--- src/rtl/fifo_wr_arbiter.sv ---
// Round-robin arbiter sharing one FIFO write port: one dead cycle to arbitrate, then up to MAX_BURST beats back-to-back.
// fifoFull stalls the burst combinationally with the grant held, so no write is ever issued while full.
module fifo_wr_arbiter #(
  parameter int NUM_REQ    = 4,
  parameter int DATA_WIDTH = 8,
  parameter int MAX_BURST  = 4
) (
  input  logic                          clk,
  input  logic                          reset,
  input  logic [NUM_REQ-1:0]            req,
  input  logic [NUM_REQ*DATA_WIDTH-1:0] reqData,
  output logic [NUM_REQ-1:0]            ack,
  input  logic                          fifoFull,
  output logic                          fifoWrEn,
  output logic [DATA_WIDTH-1:0]         fifoWrData,
  output logic [$clog2(NUM_REQ)-1:0]    grantId,
  output logic                          busy
);

  localparam int ID_W  = $clog2(NUM_REQ);
  localparam int CNT_W = $clog2(MAX_BURST + 1);
  localparam logic [ID_W-1:0]  LAST_RST  = ID_W'(NUM_REQ - 1);
  localparam logic [CNT_W-1:0] BEAT_LAST = CNT_W'(MAX_BURST - 1);

  typedef enum logic {IDLE, GRANT} state_t;

  state_t            state, state_nxt;
  logic [ID_W-1:0]   last_grant, last_nxt, grant_nxt;
  logic [ID_W-1:0]   winner, cand;
  logic [CNT_W-1:0]  beat_cnt, beat_cnt_nxt;
  logic              found, cur_req, accept;

  // First requester at or after last_grant+1, wrapping modulo NUM_REQ.
  always_comb begin
    winner = last_grant;
    cand   = '0;
    found  = 1'b0;
    for (int i = 1; i <= NUM_REQ; i++) begin
      cand = ID_W'((int'(last_grant) + i) % NUM_REQ);
      if (!found && req[cand]) begin
        found  = 1'b1;
        winner = cand;
      end
    end
  end

  always_comb begin
    cur_req    = 1'b0;
    fifoWrData = '0;
    for (int i = 0; i < NUM_REQ; i++) begin
      if (grantId == ID_W'(i)) begin
        cur_req = req[i];
        if (state == GRANT) fifoWrData = reqData[i*DATA_WIDTH +: DATA_WIDTH];
      end
    end
  end

  assign accept   = (state == GRANT) && cur_req && !fifoFull && !reset;
  assign fifoWrEn = accept;
  assign busy     = (state == GRANT);

  always_comb begin
    ack = '0;
    for (int i = 0; i < NUM_REQ; i++) begin
      ack[i] = accept && (grantId == ID_W'(i));
    end
  end

  always_comb begin
    state_nxt    = state;
    grant_nxt    = grantId;
    last_nxt     = last_grant;
    beat_cnt_nxt = beat_cnt;
    case (state)
      IDLE: begin
        if (found) begin
          state_nxt    = GRANT;
          grant_nxt    = winner;
          last_nxt     = winner;
          beat_cnt_nxt = '0;
        end
      end
      GRANT: begin
        // A dropped request ends the burst early; a full FIFO simply holds everything.
        if (!cur_req) begin
          state_nxt = IDLE;
        end else if (accept) begin
          if (beat_cnt == BEAT_LAST) state_nxt = IDLE;
          else                       beat_cnt_nxt = beat_cnt + CNT_W'(1);
        end
      end
    endcase
  end

  always_ff @(posedge clk) begin
    if (reset) begin
      state      <= IDLE;
      grantId    <= '0;
      last_grant <= LAST_RST;
      beat_cnt   <= '0;
    end else begin
      state      <= state_nxt;
      grantId    <= grant_nxt;
      last_grant <= last_nxt;
      beat_cnt   <= beat_cnt_nxt;
    end
  end

endmodule

--- config.mk ---
export PLATFORM = sky130hd
export DESIGN_NAME = fifo_wr_arbiter
export DESIGN_NICKNAME = d
export VERILOG_FILES = /design/src/rtl/fifo_wr_arbiter.sv
export SDC_FILE = /design/constraint.sdc
export NUM_CORES = 1
export LEC_CHECK = 0
export ABC_AREA = 1
export CAP_MARGIN = 40
export CORE_ASPECT_RATIO = 0.7
export CORE_MARGIN = 4
export CORE_UTILIZATION = 38
export CTS_CLUSTER_SIZE = 16
export DETAILED_ROUTE_END_ITERATION = 7
export GPL_TIMING_DRIVEN = 0
export PLACE_DENSITY = 0.76
export SLEW_MARGIN = 20
export SYNTH_ARGS = -nofsm -noshare
export SYNTH_HDL_FRONTEND = slang
export SYNTH_SLANG_ARGS = --single-unit
export TNS_END_PERCENT = 100
--- constraint.sdc ---
create_clock -name clk -period 1.55 [get_ports clk]
set_input_delay 0.31 -clock clk [delete_from_list [all_inputs] [get_ports clk]]
set_output_delay 0.31 -clock clk [all_outputs]
set_load 0.02 [all_outputs]
==> results of run 1 <==
per-layer routing:
| metal | up-vias | GRT usage (%) | routed length (um) |
|---|---|---|---|
| met1 | 647 | 29.25 | 1642 |
| met3 | 2 | 2.232 | 288 |
| met4 | 0 | 2.970 | 5 |
| met5 | - | 0 | 0 |
| li1 | 650 | - | - |
| met2 | 44 | 33.76 | 1912 |
layout by cell type, fill, tap and decap left out, types with 7 or more instances in the layout:
cell type	n
a21oi_1	7
a31oi_2	7
buf_6	14
clkdlybuf4s50_1	34
inv_1	10
nand2_1	37
nand2_2	13
nand2_4	11
nand3_1	10
o21ai_0	13
stage by stage:
| step | hold slack, ns | setup TNS, ns | cell area (um^2) | total power (W) | utilization, % |
|---|---|---|---|---|---|
| finish | 0.4653 | -3.212 | 1864 | 0.002544 | 81.87 |
| global route | 0.5101 | -4.240 | 1864 | 0.002727 | 81.87 |
| CTS | 0.4721 | -3.181 | 1728 | 0.002265 | 75.88 |
| detailed placement | 0.4638 | -12.22 | 1633 | 0.002019 | 71.70 |
| global placement | 0.4532 | -11.68 | 1633 | 0.001976 | 71.70 |
| floorplan | 0.3694 | -0.1770 | 1052 | 0.001531 | - |
worst max path at each step:
stage,slack [ns],start,endpoint,cells after the start
floorplan,-0.08,grantId[0],ack[0],7
global route,-0.38,req[1],ack[2],8
global placement,-1.16,req[1],ack[0],8
CTS,-0.28,grantId[0],fifoWrData[1],5
detailed placement,-1.19,req[1],ack[0],8
finish,-0.30,req[1],ack[0],8
cell type report:
cell class              count  area, um^2
flip-flops and latches      8       167.7
multi-input cells         124       855.8
plain buffers               6       72.57
fillers                   138       412.9
repair buffers             62       623.1
well taps                  32       40.04
inverters                  17       78.83
clock buffers               4       26.28
sequential cells by signal, summed over array words and instances (netlist names):
register    cells
grantId         2
busy            1
beat_cnt        3
last_grant      2
critical path: cells and delay by family:
kind,cells,cell delay (ns)
buffers and inverters,3,0.52
and+or+nand+nor,3,0.35
AOI/OAI and AO/OA,2,0.35
cell families (layout without fill, tap and decap cells):
| family | after synthesis | in the layout | share of synthesized area (%) |
|---|---|---|---|
| simple gates | 86 | 87 | 49.22 |
| buf+inv | 23 | 89 | 11.53 |
| compound gates | 35 | 35 | 20.08 |
| fa+ha+maj | 2 | 2 | 2.590 |
| flops | 8 | 8 | 16.58 |
timing repair:
action / CTS / global route
pin swaps: 3 / 3
hold buffers: 0 / 0
gates resized for setup: 76 / 37
setup endpoints to repair: 15 / 14
setup buffers: 2 / 6
gates cloned: 1 / 0
power groups by stage:
stage	clock network (W)	logic (W)	registers [W]
detailed placement	0	0.00172	0.000303
CTS	0.000181	0.00177	0.000310
finish	0.000176	0.00205	0.000319
global placement	0	0.00167	0.000303
floorplan	0	0.00120	0.000330
global route	0.000197	0.00220	0.000327
==> results.sh, run 1 <==
export IMPL_crit_slowest_cell="dlygate4sd2_1"
export IMPL_drtIter0Drc=113
export IMPL_gate_count_of_the_mapped_netlist=154
export IMPL_fraction_of_registers_with_async_set_reset_pct=0
export IMPL_clockBufferDepth=2
export IMPL_min_delay_start="beat_cnt[0]"
export IMPL_p_sw_share_pct=51.50
export IMPL_layout_cell_share_with_drive_strength_beyond_1_pct=38.01
export IMPL_chipHeight_um=50.18
export IMPL_placedCellCount=240
export IMPL_tritoncts_num_buffers=3
export IMPL_worst_tran_pin_value_ns=0.3295
export IMPL_gpl_final_weighted_congestion=0.8158
export IMPL_grt_overflow_total=0
export IMPL_area_growth_synth_to_final_pct=93.01
export IMPL_hold_path_endpoint="beat_cnt[0]"
export IMPL_period_share_pct=119.3
export IMPL_synth_largest_area_cell="nand2_1"
export IMPL_slew_viols_final=0
export IMPL_regToRegStartpoint="last_grant[0]"
export IMPL_cp_cell_sequence="dlygate4sd2_1, inv_1, o21ai_2, nand3_4, a21oi_4, nand2_4, nor3_4, buf_6"
export IMPL_post_synth_top_count_cell="nand2_1"
export IMPL_synth_net_count=195
export IMPL_stdcell_count=253
export IMPL_std_cell_rows=14
export IMPL_grt_antenna_before_repair=0
export IMPL_hold_path_class="reg2reg"
export IMPL_detail_route_wl_per_cell_um=15.21
export IMPL_post_route_drc_count=0
export IMPL_dr_total_vias=1343
export IMPL_max_cap_viol_count=0
export IMPL_synth_top_cell_area_share_pct=17.88
export IMPL_synth_cell_area_um2=965.9
export IMPL_critical_path_endpoint_type="output port"
export IMPL_die_area_um2=3425
export IMPL_synth_seq_area_share_pct=16.58
export IMPL_worstReg2RegEnd="last_grant[0]"
export IMPL_setup_repair_after_global_routing_missed_its_margin="yes"
export IMPL_synth_cell_type_count=26
export IMPL_grt_max_degree=11
export IMPL_period_needed_ns=1.849
export IMPL_grt_first_pass_wirelength_um=5464
export IMPL_clock_skew_ns=0.0004776
export IMPL_synth_edf_count=0
export IMPL_post_dp_hpwl_um=2671
export IMPL_crit_path_max_fanout=5
export IMPL_worstSetupStartpointType="input pin"
export IMPL_tritoncts="built"
export IMPL_max_freq_ghz=0.5409
export IMPL_critPathRequiredTime_ns=1.24
export IMPL_synth_top_cells_by_area="nand2_1 (18%), dfxtp_1 (17%), o21ai_0 (8.3%), nand2_4 (8.2%), nand3_1 (5.7%)"
export IMPL_ioPinCount=55
export IMPL_p_per_area_nw_per_um2=1364
export IMPL_tot_gr_track_use_pct=20.49
export IMPL_grt_pass1_vias=1126
export IMPL_internal_power_w=0.001234
export IMPL_synth_ff_type="dfxtp_1"
export IMPL_worst_skew_pair_late_latency_ns=0.26
export IMPL_drt_pass1_iterations=4
export IMPL_finalSetupViolations=13
export IMPL_synth_warning_count=0
export IMPL_ant_nets=0
export IMPL_clockPowerShare_pct=6.9
export IMPL_core_area_um2=2277
export IMPL_r2r_slack_ns=0.13
export IMPL_design_final_nets=263
export IMPL_ys_ff_latch=8
export IMPL_leakage_nw=0.8386
export IMPL_timing_setup_critical_path_class="in2out"
export IMPL_critPathMaxStageDelay_ns=0.28
export IMPL_remaining_max_slew_budget_at_the_tightest_pin_pct=77.80
export IMPL_power_combinational_fraction_pct=80.6
export IMPL_cts_sinks=8
export IMPL_place_port_buffers=54
export IMPL_postRouteWirelength_um=3848
export IMPL_detail_route_vias_per_cell=5.308
export IMPL_root_buf_cell="clkbuf_4"
export IMPL_max_vdd_ir_drop_uv=781.9
export IMPL_cts_htree_levels=1
export IMPL_hold_path_cell_count=1
export IMPL_power_switching_w=0.001310
export IMPL_hold_viol_final=0
export IMPL_syn_mean_instance_area_um2=6.272
export IMPL_placement_setup_worst_slack_ns=-1.191
export IMPL_floorplan_die_width_um=68.26
export IMPL_ff2ff_path_depth=11
export IMPL_antennaDiodeCount=0
export IMPL_path_clk_slew_ns=0.06
export IMPL_critical_path_arrival_ns=1.54
export IMPL_starting_density_pct=42.42
export IMPL_fin_ws_ns=-0.2987
export IMPL_post_synth_most_frequent_cells="nand2_1 (46), o21ai_0 (16), inv_1 (13)"
export IMPL_power_share_sequential_pct=12.5
export IMPL_outcome="finished with violations"
export IMPL_violations="negative setup slack"
(Power assumes the default switching activity.)
==> inputs of run 2 (changes only) <==
Settings changed: ABC_AREA 1 to 0, CORE_UTILIZATION 38 to 33, GPL_TIMING_DRIVEN 0 to default, PLACE_DENSITY 0.76 to 0.75, SETUP_SLACK_MARGIN from default to 0.3.
==> run 2 against run 1 <==
The flow still finishes with violations (negative setup slack). Die area down 12%. Final area shrank 4.3%. Maximum frequency fell by 1.5%. Cell count down 23%. Clock-buffer cell count did not move. Utilization increased by 8.8 points. Setup slack lost 0.028 ns. Hold slack gained 0.063 ns. Power shrank 56%. Clock power rose by 3%. Wire length up 16%. Sequential share of layout area increased by 0.61 points. Critical path type is now reg2out. Critical endpoint is now fifoWrData[6]. Largest cell class is now non-clock buffers. Largest power group unchanged.
==> results.sh, run 2 <==
export IMPL_outcome="finished with violations"
export IMPL_violations="negative setup slack"
export IMPL_top_flop_regs="beat_cnt: 3 flops, grantId: 2 flops, last_grant: 2 flops"
export IMPL_tritoncts_num_buffers=3
export IMPL_place_port_buffers=54
export IMPL_cp_cell_sequence="buf_12, mux4_2, and2_4, buf_6"
export IMPL_post_synth_and_or_nand_nor_area_fraction_pct=27.85
export IMPL_critical_path_arrival_ns=1.57
export IMPL_ioPinCount=55
export IMPL_leakage_nw=0.7797
export IMPL_stdcell_count=194
export IMPL_remaining_max_slew_budget_at_the_tightest_pin_pct=77.93
export IMPL_post_dp_hpwl_um=2682
export IMPL_worst_tran_pin_value_ns=0.3285
export IMPL_mostFrequentLayoutCells="clkdlybuf4s50_1 (32), buf_6 (27), buf_4 (16), mux4_2 (9), and2_4 (9)"
export IMPL_synth_ff_type="dfxtp_1"
export IMPL_detail_route_vias_per_cell=5.753
export IMPL_floorplan_die_width_um=63.95
export IMPL_synth_cell_area_um2=723.2
export IMPL_detail_route_wl_per_cell_um=22.95
export IMPL_largest_reg_flops=3
export IMPL_finalSetupViolations=16
export IMPL_hold_viol_final=0
export IMPL_grt_overflow_total=0
export IMPL_critical_path_endpoint_type="output port"
export IMPL_synth_mux_area_fraction_pct=29.41
export IMPL_drt_pass1_iterations=4
export IMPL_synth_top_cell_area_share_pct=28.03
export IMPL_setup_repair_after_global_routing_missed_its_margin="yes"
export IMPL_ant_nets=0
export IMPL_std_cell_rows=13
export IMPL_gpl_final_weighted_congestion=0.8434
export IMPL_grt_first_pass_wirelength_um=5451
export IMPL_post_synth_most_frequent_cells="and2_1 (9), mux4_2 (9), dfxtp_1 (8)"
export IMPL_synth_compound_area_share_pct=11.25
export IMPL_grt_pass1_vias=1102
export IMPL_critPathTopFamily="multiplexers"
export IMPL_synth_seq_area_share_pct=22.15
export IMPL_syn_mean_instance_area_um2=9.272
export IMPL_synth_cell_type_count=26
export IMPL_clockBufferDepth=2
export IMPL_max_cap_viol_count=0
export IMPL_critPathMaxStageDelay_ns=0.51
export IMPL_tot_gr_track_use_pct=24.75
export IMPL_buffer_and_inverter_count_on_the_worst_path=2
export IMPL_fin_ws_ns=-0.3267
export IMPL_tritoncts="built"
export IMPL_fillerInstances=77
export IMPL_ys_ff_latch=8
export IMPL_postRouteWirelength_um=4453
export IMPL_chipHeight_um=47.17
export IMPL_root_buf_cell="clkbuf_4"
export IMPL_post_route_drc_count=0
export IMPL_fraction_of_registers_with_async_set_reset_pct=0
export IMPL_p_per_area_nw_per_um2=620.2
export IMPL_synth_net_count=119
export IMPL_adder_cell_share_of_the_synthesized_area_pct=3.460
export IMPL_synth_top_cells_by_area="mux4_2 (28%), dfxtp_1 (22%), and2_1 (7.8%), nor2_1 (3.6%), a21oi_1 (3.5%)"
export IMPL_cts_sinks=8
export IMPL_largest_register="beat_cnt"
export IMPL_synthXorXnorAreaFrac_pct=0
export IMPL_crit_slowest_cell="mux4_2"
export IMPL_gate_count_of_the_mapped_netlist=78
export IMPL_period_needed_ns=1.877
export IMPL_synth_warning_count=0
export IMPL_dr_total_vias=1116
export IMPL_placedCellCount=176
export IMPL_design_final_nets=206
export IMPL_synth_largest_area_cell="mux4_2"
export IMPL_most_common_cell_after_layout_fill_and_taps_aside="clkdlybuf4s50_1"
export IMPL_area_growth_synth_to_final_pct=146.7
export IMPL_layout_cell_share_with_drive_strength_beyond_1_pct=54.27
export IMPL_hold_path_class="reg2reg"
export IMPL_synth_edf_count=0
export IMPL_core_area_um2=1968
export IMPL_crit_path_max_fanout=6
export IMPL_grt_antenna_before_repair=0
export IMPL_worst_skew_pair_late_latency_ns=0.27
export IMPL_starting_density_pct=36.75
export IMPL_max_freq_ghz=0.5328
export IMPL_grt_max_degree=11
export IMPL_antennaDiodeCount=0
export IMPL_cts_htree_levels=1
export IMPL_max_vdd_ir_drop_uv=662.2
export IMPL_largest_family_of_logic_cells_by_synthesized_area="multiplexers"
export IMPL_final_core_util_pct=90.65
export IMPL_die_area_um2=3016
export IMPL_slew_viols_final=0
export IMPL_period_share_pct=121.1
export IMPL_clock_skew_ns=0.02063
export IMPL_path_clk_slew_ns=0.07
export IMPL_drtIter0Drc=63
export IMPL_timing_setup_critical_path_class="reg2out"
export IMPL_critPathRequiredTime_ns=1.24
export IMPL_ctsHoldBuffers=0
export IMPL_worstSetupStartpointType="flip-flop"
==> run 2: changes by cell type in the layout (fill, tap and decap cells not counted), moves of 10 or more <==
cell / before / now
nand3_1: 10 / 0
o21ai_0: 13 / 1
buf_4: 6 / 16
nand2_1: 37 / 2
nand2_2: 13 / 3
buf_6: 14 / 27
nand2_4: 11 / 0
==> run 2: cell type report <==
class                      instances  area [um^2]  share of cell area, %
inverter                           6        22.52                  1.262
clock buffer                       4        26.28                  1.473
sequential                         8        171.4                  9.607
timing repair buffer              86        888.4                  49.79
multi-input combinational         60        638.1                  35.76
tap                               30        37.54                  2.104
==> run 2: report_power, final <==
part           internal [W]  switching, W
clock             0.0000988     0.0000833
sequential         0.000224     0.0000279
combinational      0.000405      0.000267
==> run 2: worst paths after layout <==
check,start,end,slack [ns],cells after the start
hold reg to reg,beat_cnt[0],beat_cnt[0],0.53,1
setup / recovery,grantId[0],fifoWrData[6],-0.33,4
setup reg to reg,grantId[1],beat_cnt[0],-0.17,7
hold / removal,beat_cnt[0],beat_cnt[0],0.53,1
==> run 2: routing by layer <==
metal  routed length (um)  vias to the layer above  GRT usage [%]
met3                  317                       15          7.416
met2                 2287                       70          49.69
met5                    0                        -              0
met1                 1759                      561          25.39
li1                     -                      470              -
met4                   89                        0          8.584
==> run 2: cells by family (layout without fill, tap and decap cells) <==
logic type               after synthesis  after routing
AO/OA/AOI/OAI                         13             13
adder cells (fa/ha/maj)                2              2
buffers and inverters                 10             96
flip-flops                             8              8
multiplexers                          10             10
AND/OR/NAND/NOR                       35             35
==> run 2: repair_timing <==
item	4_1_cts	5_1_grt
setup buffers	6	7
pin swaps	13	5
gates cloned	0	1
endpoints found under the setup margin	24	23
gates resized for setup	120	20
==> run 2: through the flow <==
step                instance area, um^2  power [W]  setup WS (ns)  hold WS [ns]  TNS [ns]
floorplan                         799.5  0.0004974       -0.05946        0.3694   -0.2973
global placement                   1478  0.0007189        -0.7149        0.4518    -9.324
detailed placement                 1478  0.0007373        -0.7661        0.4699    -10.09
CTS                                1620  0.0009773        -0.2884        0.4766    -2.561
global route                       1784   0.001148        -0.3615        0.5311    -4.113
finish                             1784   0.001107        -0.3267        0.5284    -3.561
